[config.mk]
export PLATFORM = sky130hd
export DESIGN_NAME = imem_loader
export DESIGN_NICKNAME = d
export VERILOG_FILES = /design/src/rtl/imem_loader.sv
export SDC_FILE = /design/constraint.sdc
export NUM_CORES = 1
export LEC_CHECK = 0
export ABC_CLOCK_PERIOD_IN_PS = 4310
export CAP_MARGIN = 0
export CORE_MARGIN = 3
export CORE_UTILIZATION = 45
export CTS_BUF_LIST = sky130_fd_sc_hd__clkbuf_8 sky130_fd_sc_hd__clkbuf_16
export DETAILED_ROUTE_END_ITERATION = 10
export PLACE_DENSITY = 0.87
export SYNTH_ARGS = -nofsm -noshare
export SYNTH_HDL_FRONTEND = slang
export SYNTH_SLANG_ARGS = --single-unit
[constraint.sdc]
create_clock -name clk -period 4.31 [get_ports clk]
set_input_delay 1.293 -clock clk [delete_from_list [all_inputs] [get_ports clk]]
set_output_delay 1.293 -clock clk [all_outputs]
set_load 0.05 [all_outputs]
[src/rtl/imem_loader.sv]
// imem_loader: fills an instruction memory from a byte stream.
// Bytes arrive over a valid/ready handshake. They are packed little-endian into
// DATA_WIDTH-bit words. Each completed word produces one single-cycle write,
// at addresses 0 .. 2**ADDR_WIDTH-1 in order. Completion is then reported on done.
//
// Ports:
//   clk, rst     clock; asynchronous active-high reset
//   start        one-cycle pulse, begins a load at address 0 (from IDLE or DONE)
//   byte_in      data byte
//   byte_valid   byte_in is valid
//   byte_ready   loader accepts a byte this cycle (LOAD only)
//   we           memory write enable, one cycle per word
//   waddr        memory write address
//   wdata        memory write data
//   busy         high in LOAD and WRITE
//   done         high once the whole memory has been written
module imem_loader #(
  parameter int unsigned ADDR_WIDTH = 3,
  parameter int unsigned DATA_WIDTH = 32
) (
  input  logic                  clk,
  input  logic                  rst,
  input  logic                  start,
  input  logic [7:0]            byte_in,
  input  logic                  byte_valid,
  output logic                  byte_ready,
  output logic                  we,
  output logic [ADDR_WIDTH-1:0] waddr,
  output logic [DATA_WIDTH-1:0] wdata,
  output logic                  busy,
  output logic                  done
);

  localparam int unsigned Bytes = DATA_WIDTH / 8;
  localparam int unsigned IdxW  = (Bytes > 1) ? $clog2(Bytes) : 1;
  localparam logic [IdxW-1:0] LastIdx = IdxW'(Bytes - 1);

  typedef enum logic [1:0] {StIdle, StLoad, StWrite, StDone} state_e;

  state_e                state_q, state_d;
  logic [ADDR_WIDTH-1:0] waddr_q, waddr_d;
  logic [IdxW-1:0]       bidx_q, bidx_d;
  logic [DATA_WIDTH-1:0] wdata_q, wdata_d;

  always_ff @(posedge clk or posedge rst) begin
    if (rst) begin
      state_q <= StIdle;
      waddr_q <= '0;
      bidx_q  <= '0;
      wdata_q <= '0;
    end else begin
      state_q <= state_d;
      waddr_q <= waddr_d;
      bidx_q  <= bidx_d;
      wdata_q <= wdata_d;
    end
  end

  always_comb begin
    state_d = state_q;
    waddr_d = waddr_q;
    bidx_d  = bidx_q;
    wdata_d = wdata_q;
    unique case (state_q)
      StIdle, StDone: begin
        if (start) begin
          state_d = StLoad;
          waddr_d = '0;
          bidx_d  = '0;
        end
      end
      StLoad: begin
        // byte_ready is 1 throughout LOAD, so valid alone marks an accepted byte.
        if (byte_valid) begin
          wdata_d[{bidx_q, 3'b000} +: 8] = byte_in;
          if (bidx_q == LastIdx) begin
            bidx_d  = '0;
            state_d = StWrite;
          end else begin
            bidx_d = bidx_q + IdxW'(1);
          end
        end
      end
      StWrite: begin
        // Hold the address on the last word so it never wraps back to 0.
        if (waddr_q == {ADDR_WIDTH{1'b1}}) begin
          state_d = StDone;
        end else begin
          waddr_d = waddr_q + ADDR_WIDTH'(1);
          state_d = StLoad;
        end
      end
      default: state_d = StIdle;
    endcase
  end

  // Outputs decode only registered state, so inputs have no combinational path to them.
  assign byte_ready = (state_q == StLoad);
  assign we         = (state_q == StWrite);
  assign busy       = (state_q == StLoad) || (state_q == StWrite);
  assign done       = (state_q == StDone);
  assign waddr      = waddr_q;
  assign wdata      = wdata_q;

endmodule

======== Word level (Yosys, flattened, before mapping) ========
Cells that the tools add are included.
word-level totals
  register bits ........................... 39
  input port bits ......................... 12
  output and inout port bits .............. 39
  word-level logic and storage cells ...... 40
cells by class
  add/subtract/negate cells ............... 3
  equal/unequal tests ..................... 9
  shifts and indexed selects .............. 2
  muxes and demuxes ....................... 13
  reductions and logical operators ........ 9
operators with widths
  operator                                               count
  bitwise mux 32 bit                                     1
  variable shift 8 x 7 -> 32 bit (first input constant)  1
  indexed part select 8 x 7 -> 32 bit                    1
  two-way mux 2 bit                                      7
  AND reduction 3 bit                                    3
  negation 5 -> 7 bit                                    1
  == test 2 bit (second input constant)                  3
  two-way mux 3 bit                                      2
  != test 2 bit (second input constant)                  3
  one-hot mux 2 bit (3 select lines)                     1
  one-hot mux 3 bit (2 select lines)                     1
  one-hot mux 2 bit (2 select lines)                     1
  nonzero test 2 bit                                     2
  adder 3 x 1 -> 3 bit (second input constant)           1
  == test 3 bit (second input constant)                  1
  adder 2 x 1 -> 2 bit (second input constant)           1
  == test 2 x 1 -> 1 bit (second input constant)         1
  logical NOT 2 bit                                      1
  != test 2 x 1 -> 1 bit (second input constant)         1
  AND reduction 2 bit                                    1
  OR reduction 2 bit                                     1
  logical OR 1 bit                                       1

======== Logic depth before layout (Yosys ltp) ========
Gate-level depths: netlist (run 1).
  word-level depth ........................ 4
  depth in mapped cells ................... 6
  mapped depth without buffers ............ 5

======== Worst setup path before layout (run 1) ========
Ideal clock, no wire load.
  path type ............................... reg2out
  start ................................... register state_q[0]
  end ..................................... output port busy
  arrival ................................. 1.096 ns
  required time ........................... 3.017 ns
  setup slack ............................. 1.921 ns
  cell stages (with the launch flop) ...... 4
  buffers on the path ..................... 0
  cells stage by stage .................... dfrtp_1 > inv_1 > ha_1 > inv_1
between the ends
  word-level cells in the longest chain between the ends .. 2
  elaborated cells between the ends (all ways) .. 3
  those cells by class .................... eq/ne: 2; reduce/logical: 1
ends and longest elaborated chain
  element                                                  line  RTL
  start: declaration                                       40    state_e state_q, state_d;
  start signal: assignment                                 47    state_q <= StIdle;
  start signal: assignment                                 52    state_q <= state_d;
  == test 2 x 1 -> 1 bit or == test 2 bit (tied branches)  100   assign busy = (state_q == StLoad) || (state_q == StWrite);
  logical OR 1 bit *                                       100
  end: declaration                                         30    output logic busy,
Mark *: on every way between the ends. The rest lies on a longest branch, timed or not.

======== Final worst setup path (run 1) ========
  start ................................... register state_q[1]
  end ..................................... output port byte_ready
between the ends
  word-level cells in the longest chain between the ends .. 1
ends and longest elaborated chain
  element                 line  RTL
  == test 2 x 1 -> 1 bit  98    assign byte_ready = (state_q == StLoad);
  end: declaration        26    output logic byte_ready,
Every way passes these cells.

==> metrics.txt, run 1 <==
die area=4850 sq um; final worst-path cycle share=82.4%; GR peak layer=met2; GPL Wtd Cong=0.771; # DRC=0; setup bufs post-CTS=0; H-tree depth=2; clk slew on worst S/H paths=roughly 0.07 ns; worst-margin pin slew=0.609 ns; clk_skew=~0.0017 ns; Ys Warns=0; setup ws final=0.759 ns; Mapped Area=between 1500 and 2000 sq um; Critical Path RT=3.02 ns; final instance area=2490 sq um; vias in the first global route=1418; Finished Layout Cells=244; hold slack=0.486 ns; leading cell type in the layout, fill and taps excluded=clkdlybuf4s50_1; met3 Usage GRT=5.22%; Critical path origin=state_q[1]; run status=finished clean; share of cells above drive strength 1=between 9 and 10%; cts hold-fix bufs=0; WL final=4.22 mm; Setup TNS=0 ns; Starting Density=48.4%; post-DP HPWL=3.09 mm; Core ar.=about 3800 sq um; cell count after placement=236; Slew Viols, Final=0; power density of the placed cells=762 nW/um^2; register area share after synthesis=53.5%; Die H=roughly 70 um; distinct cell type count after synthesis=30; most frequent cells in the layout=50 x clkdlybuf4s50_1, 39 x dfrtp_1, 30 x a22o_1; CTS Sinks=39; Worst setup SP type=flip-flop; largest net degree at the start of global routing=40; Cell Area, Placed=2360 sq um; antenna cells=0; Fmax=282 MHz; P_leak=1.10 nW; maximum vdd drop=around 0.00042 V; io pins=51; Worst EP arrival=between 2 and 2.5 ns; Post-Syn Nets=between 150 and 200; Place WS=1.09 ns; first-pass GRT wire length=7.16 mm; Slew Limit Headroom=about three fifths; cts repair resizes=0; IO buf count=50; Post-Syn Instances=between 100 and 150; reg2reg start=bidx_q[0]; HP Start=wdata[27]; RSZ-0062 raised after global routing=false; CP endpoint kind=output pin; clk_lat worst skew=0.28 ns; CP max FO=13; initial antenna violation count=0; area growth from synthesis to layout=36.8%; met1 GRT Util=23.8%; Hold Violations, Final=0; met2 usage=29.3%; GR Util All Layers=18.1%; CP Class=flip-flop to output pin; via/cell ratio=5.81; post-route ant nets=0; DRT Pass-1 Iters=5; Root Buffer=clkbuf_8; die width=69.7 um; CTS tree=done; Remaining Overflow, GRT=0; syn avg cell area=12.9 sq um; CTS Buf Count=5; flops & latches, synth=39; initial DRC count=between 100 and 150; worst min path class=flip-flop to flip-flop; Final min period=about 3.6 ns; CTS Buffer Depth=2; maxcap violations=0; WL/cell=17.3 um; Final #Nets=218; Rows=22; routed vias=1418; final setup violation count=0
metrics by stage:
stage / total power, mW / utilization (%)
3_5_place_dp: 1.56 / 62.6
3_3_place_gp: 1.53 / 62.6
2_1_floorplan: 1.27 / -
5_1_grt: 1.99 / 66.2
6_report: 1.90 / 66.2
4_1_cts: 1.91 / 66.2
Yosys cell counts:
library cell / instances / area (sq um)
o211ai_1: 3 / 22.5
nand3b_1: 1 / 7.51
nor2b_1: 5 / 31.3
nor4b_4: 2 / 47.6
or4_1: 1 / 7.51
nor2_1: 2 / 7.51
o22ai_1: 1 / 6.26
a31oi_1: 2 / 12.5
inv_1: 7 / 26.3
inv_2: 2 / 7.51
buf_4: 2 / 15.0
ha_1: 11 / 138
o21ai_0: 6 / 30.0
a22o_1: 30 / 263
nand4_1: 1 / 6.26
and2_1: 1 / 6.26
dfrtp_1: 39 / 976
nand3_2: 2 / 20.0
buf_6: 1 / 11.3
nand3_4: 2 / 35.0
a21oi_1: 2 / 10.0
mux2i_1: 1 / 10.0
o221ai_1: 1 / 8.76
nand2_1: 6 / 22.5
nand3_1: 3 / 15.0
nor3b_1: 1 / 7.51
o22a_2: 1 / 10.0
nor4_4: 2 / 42.5
o41ai_1: 2 / 17.5
clkbuf_1: 1 / 3.75
worst max-delay path, cell delays in order, from the launching register on:
cell and delay, ns:
dfrtp_1 0.41, inv_1 0.09, ha_1 0.54, clkdlybuf4s50_1 0.93
power breakdown:
part	internal (mW)	switching [mW]
Sequential	0.465	0.0791
Clock	0.229	0.121
Combinational	0.349	0.657
logic make-up after synthesis:
| group | Yosys count | synth area share (%) |
|---|---|---|
| muxes | 1 | 0.549 |
| DFF | 39 | 53.5 |
| buffers and inverters | 13 | 3.50 |
| AOI/OAI and AO/OA | 48 | 20.9 |
| adders and majority gates | 11 | 7.54 |
| and+or+nand+nor | 29 | 14.1 |
area by class of cell:
cell class / count / area [sq um]
Clock buffer: 5 / 68.8
Clock inverter: 3 / 63.8
Fill cell: 250 / 1280
Inverter: 9 / 33.8
Multi-Input combinational cell: 89 / 785
Sequential cell: 39 / 976
Tap cell: 48 / 60.1
Timing Repair Buffer: 51 / 508
final timing paths:
path | to | slack, ns | cells past startpoint
setup / recovery | byte_ready | 0.76 | 3
hold / removal | wdata[27] | 0.49 | 2
setup reg to reg | wdata[20] | 2.13 | 5
hold reg to reg | wdata[27] | 0.49 | 2
max in group asynchronous | wdata[19] | 2.54 | 3
min in group asynchronous | wdata[1] | 1.43 | 3
routing by layer:
metal	vias to the layer above	routed length, um
li1	649	-
met1	694	1770
met2	69	2000
met3	6	360
met4	0	84
met5	-	0
registers in the layout (all words and copies together), names as in the netlist:
| signal | count |
|---|---|
| bidx_q | 2 |
| wdata | 32 |
| state_q | 2 |
| waddr | 3 |
Note: power is estimated with default switching activity, not from simulation.
==> run 2, diff against run 1 <==
--- a/config.mk
+++ b/config.mk
@@ -5,7 +5,7 @@
 export SDC_FILE = /design/constraint.sdc
 export NUM_CORES = 1
 export LEC_CHECK = 0
-export ABC_CLOCK_PERIOD_IN_PS = 4310
+export ABC_CLOCK_PERIOD_IN_PS = 3700
 export CAP_MARGIN = 0
 export CORE_MARGIN = 3
 export CORE_UTILIZATION = 45
==> constraint.sdc (replaced) <==
create_clock -name clk -period 3.7 [get_ports clk]
set_input_delay 1.11 -clock clk [delete_from_list [all_inputs] [get_ports clk]]
set_output_delay 1.11 -clock clk [all_outputs]
set_load 0.05 [all_outputs]
==> run 2 against run 1 <==
Against the previous run:
- clock power up 5%
- critical path depth increased by 1
- die area did not move
- total power is 15% higher
- largest power group unchanged
- first-iteration DRC count shrank 48%
==> metrics.txt, run 2 (synthesized netlist as in run 1, its figures left out) <==
P_leak=1.10 nW (about the same); final setup violation count=0 (unchanged); Fmax=~320 MHz; Final min period=roughly 3.1 ns; antenna cells=0 (unchanged); Slew Viols, Final=0 (unchanged); final instance area=2490 sq um (about the same); Place WS=0.847 ns (was 1.09 ns); maxcap violations=0 (unchanged); CTS Buf Count=5 (unchanged); power density of the placed cells=877 nW/um^2 (was 762 nW/um^2); Starting Density=48.4% (unchanged); Die H=69.7 um (unchanged); post-route ant nets=0 (unchanged); GR peak layer=met2 (unchanged); met3 Usage GRT=5.07% (was 5.22%); worst min path class=flip-flop to flip-flop (unchanged); met1 GRT Util=24.3% (was 23.8%); max reg flops=32 (unchanged); largest net degree at the start of global routing=40 (unchanged); CTS Buffer Depth=2 (unchanged); IO buf count=50 (unchanged); CP max FO=7 (was 13); H-tree depth=2 (unchanged); Setup TNS=0 ns (unchanged); DRT Pass-1 Iters=4 (was 5); initial antenna violation count=0 (unchanged); Hold Violations, Final=0 (unchanged); Total Power=2.18 mW (was 1.90 mW); Remaining Overflow, GRT=0 (unchanged); cts repair resizes=0 (unchanged); die width=69.7 um (unchanged); CP endpoint kind=output pin (unchanged); WL/cell=17.5 um (was 17.3 um); setup ws final=0.553 ns (was 0.759 ns); first-pass GRT wire length=7.13 mm (was 7.16 mm); area growth from synthesis to layout=36.4% (was 36.8%); share of cells above drive strength 1=10.7% (was 9.69%); final worst-path cycle share=85.1%; CP Class=flip-flop to output pin (unchanged); io pins=51 (unchanged); Final #Nets=219 (was 218); Cell Area, Placed=2370 sq um (was 2360 sq um); # DRC=0 (unchanged); GPL Wtd Cong=0.814 (was 0.771); routed vias=1397 (was 1418); die area=4850 sq um (unchanged); Root Buffer=clkbuf_8 (unchanged); RSZ-0062 raised after global routing=false (unchanged); clk slew on worst S/H paths=0.08 ns (was 0.07 ns); run status=finished clean (unchanged); WL final=4.29 mm (was 4.22 mm); maximum vdd drop=0.000604 V (was 0.000417 V); Worst setup SP type=flip-flop (unchanged); post-DP HPWL=3.15 mm (was 3.09 mm); Critical Path RT=2.59 ns (was 3.02 ns); cell count after placement=237 (was 236); Rows=22 (unchanged); Finished Layout Cells=245 (was 244); setup bufs post-CTS=0 (unchanged); Slew Limit Headroom=66.1% (was 59.4%); Worst EP arrival=2.04 ns (was 2.26 ns); cts hold-fix bufs=0 (unchanged); Core ar.=3770 sq um (unchanged); met2 usage=29.9% (was 29.3%); via/cell ratio=5.70 (was 5.81); CTS tree=done (unchanged); vias in the first global route=1387 (was 1418); leading cell type in the layout, fill and taps excluded=clkdlybuf4s50_1 (unchanged); CTS Sinks=39 (unchanged); GR Util All Layers=18.5% (was 18.1%); clk_skew=0.00356 ns (was 0.00174 ns); worst-margin pin slew=0.507 ns (was 0.609 ns); most frequent cells in the layout=50 x clkdlybuf4s50_1, 39 x dfrtp_1, 30 x a22o_1 (unchanged); clk_lat worst skew=0.29 ns (was 0.28 ns); initial DRC count=56 (was 107)
[run 2: worst paths after layout]
path                                 start   endpoint  slack [ns]  cells past startpoint
max in group asynchronous              rst   wdata[9]        2.12                      3
worst max-delay path            state_q[0]       busy        0.55                      4
worst min register to register   wdata[27]  wdata[27]        0.49                      2
worst max register to register   bidx_q[0]  wdata[22]        1.56                      5
min in group asynchronous              rst  wdata[17]        1.24                      3
worst min-delay path             wdata[27]  wdata[27]        0.49                      2
[run 2: per-stage QoR]
stage / hold WS [ns] / util [%]
2_1_floorplan: 0.537 / -
6_report: 0.490 / 66.0
3_5_place_dp: 0.477 / 62.8
5_1_grt: 0.510 / 66.0
3_3_place_gp: 0.465 / 62.8
4_1_cts: 0.495 / 66.0
[run 2: report_power, final]
part           switching (mW)  total (mW)  internal, mW
sequential             0.0985       0.640         0.541
combinational           0.765        1.18         0.410
clock                   0.147       0.366         0.218
total                    1.01        2.18          1.17
[run 2: per-layer routing]
metal  share of wire (%)  vias up
met1                  44      694
li1                    -      644
met4                0.93        0
met2                  48       54
met3                 6.5        5
met5                   0        -
[run 2: area by class of cell]
type                    instances  area, sq um
flip-flops and latches         39          976
well taps                      48         60.1
repair buffers                 52          515
clock inverters                 2         35.0
inverters                       9         33.8
clock buffers                   6         82.6
fillers                       250         1280
multi-input cells              89          785
[run 2: critical path, stage by stage (launching register included)]
cell             delay, ns
dfrtp_1               0.39
inv_1                 0.08
ha_1                  0.38
inv_1                 0.10
clkdlybuf4s50_1       0.80
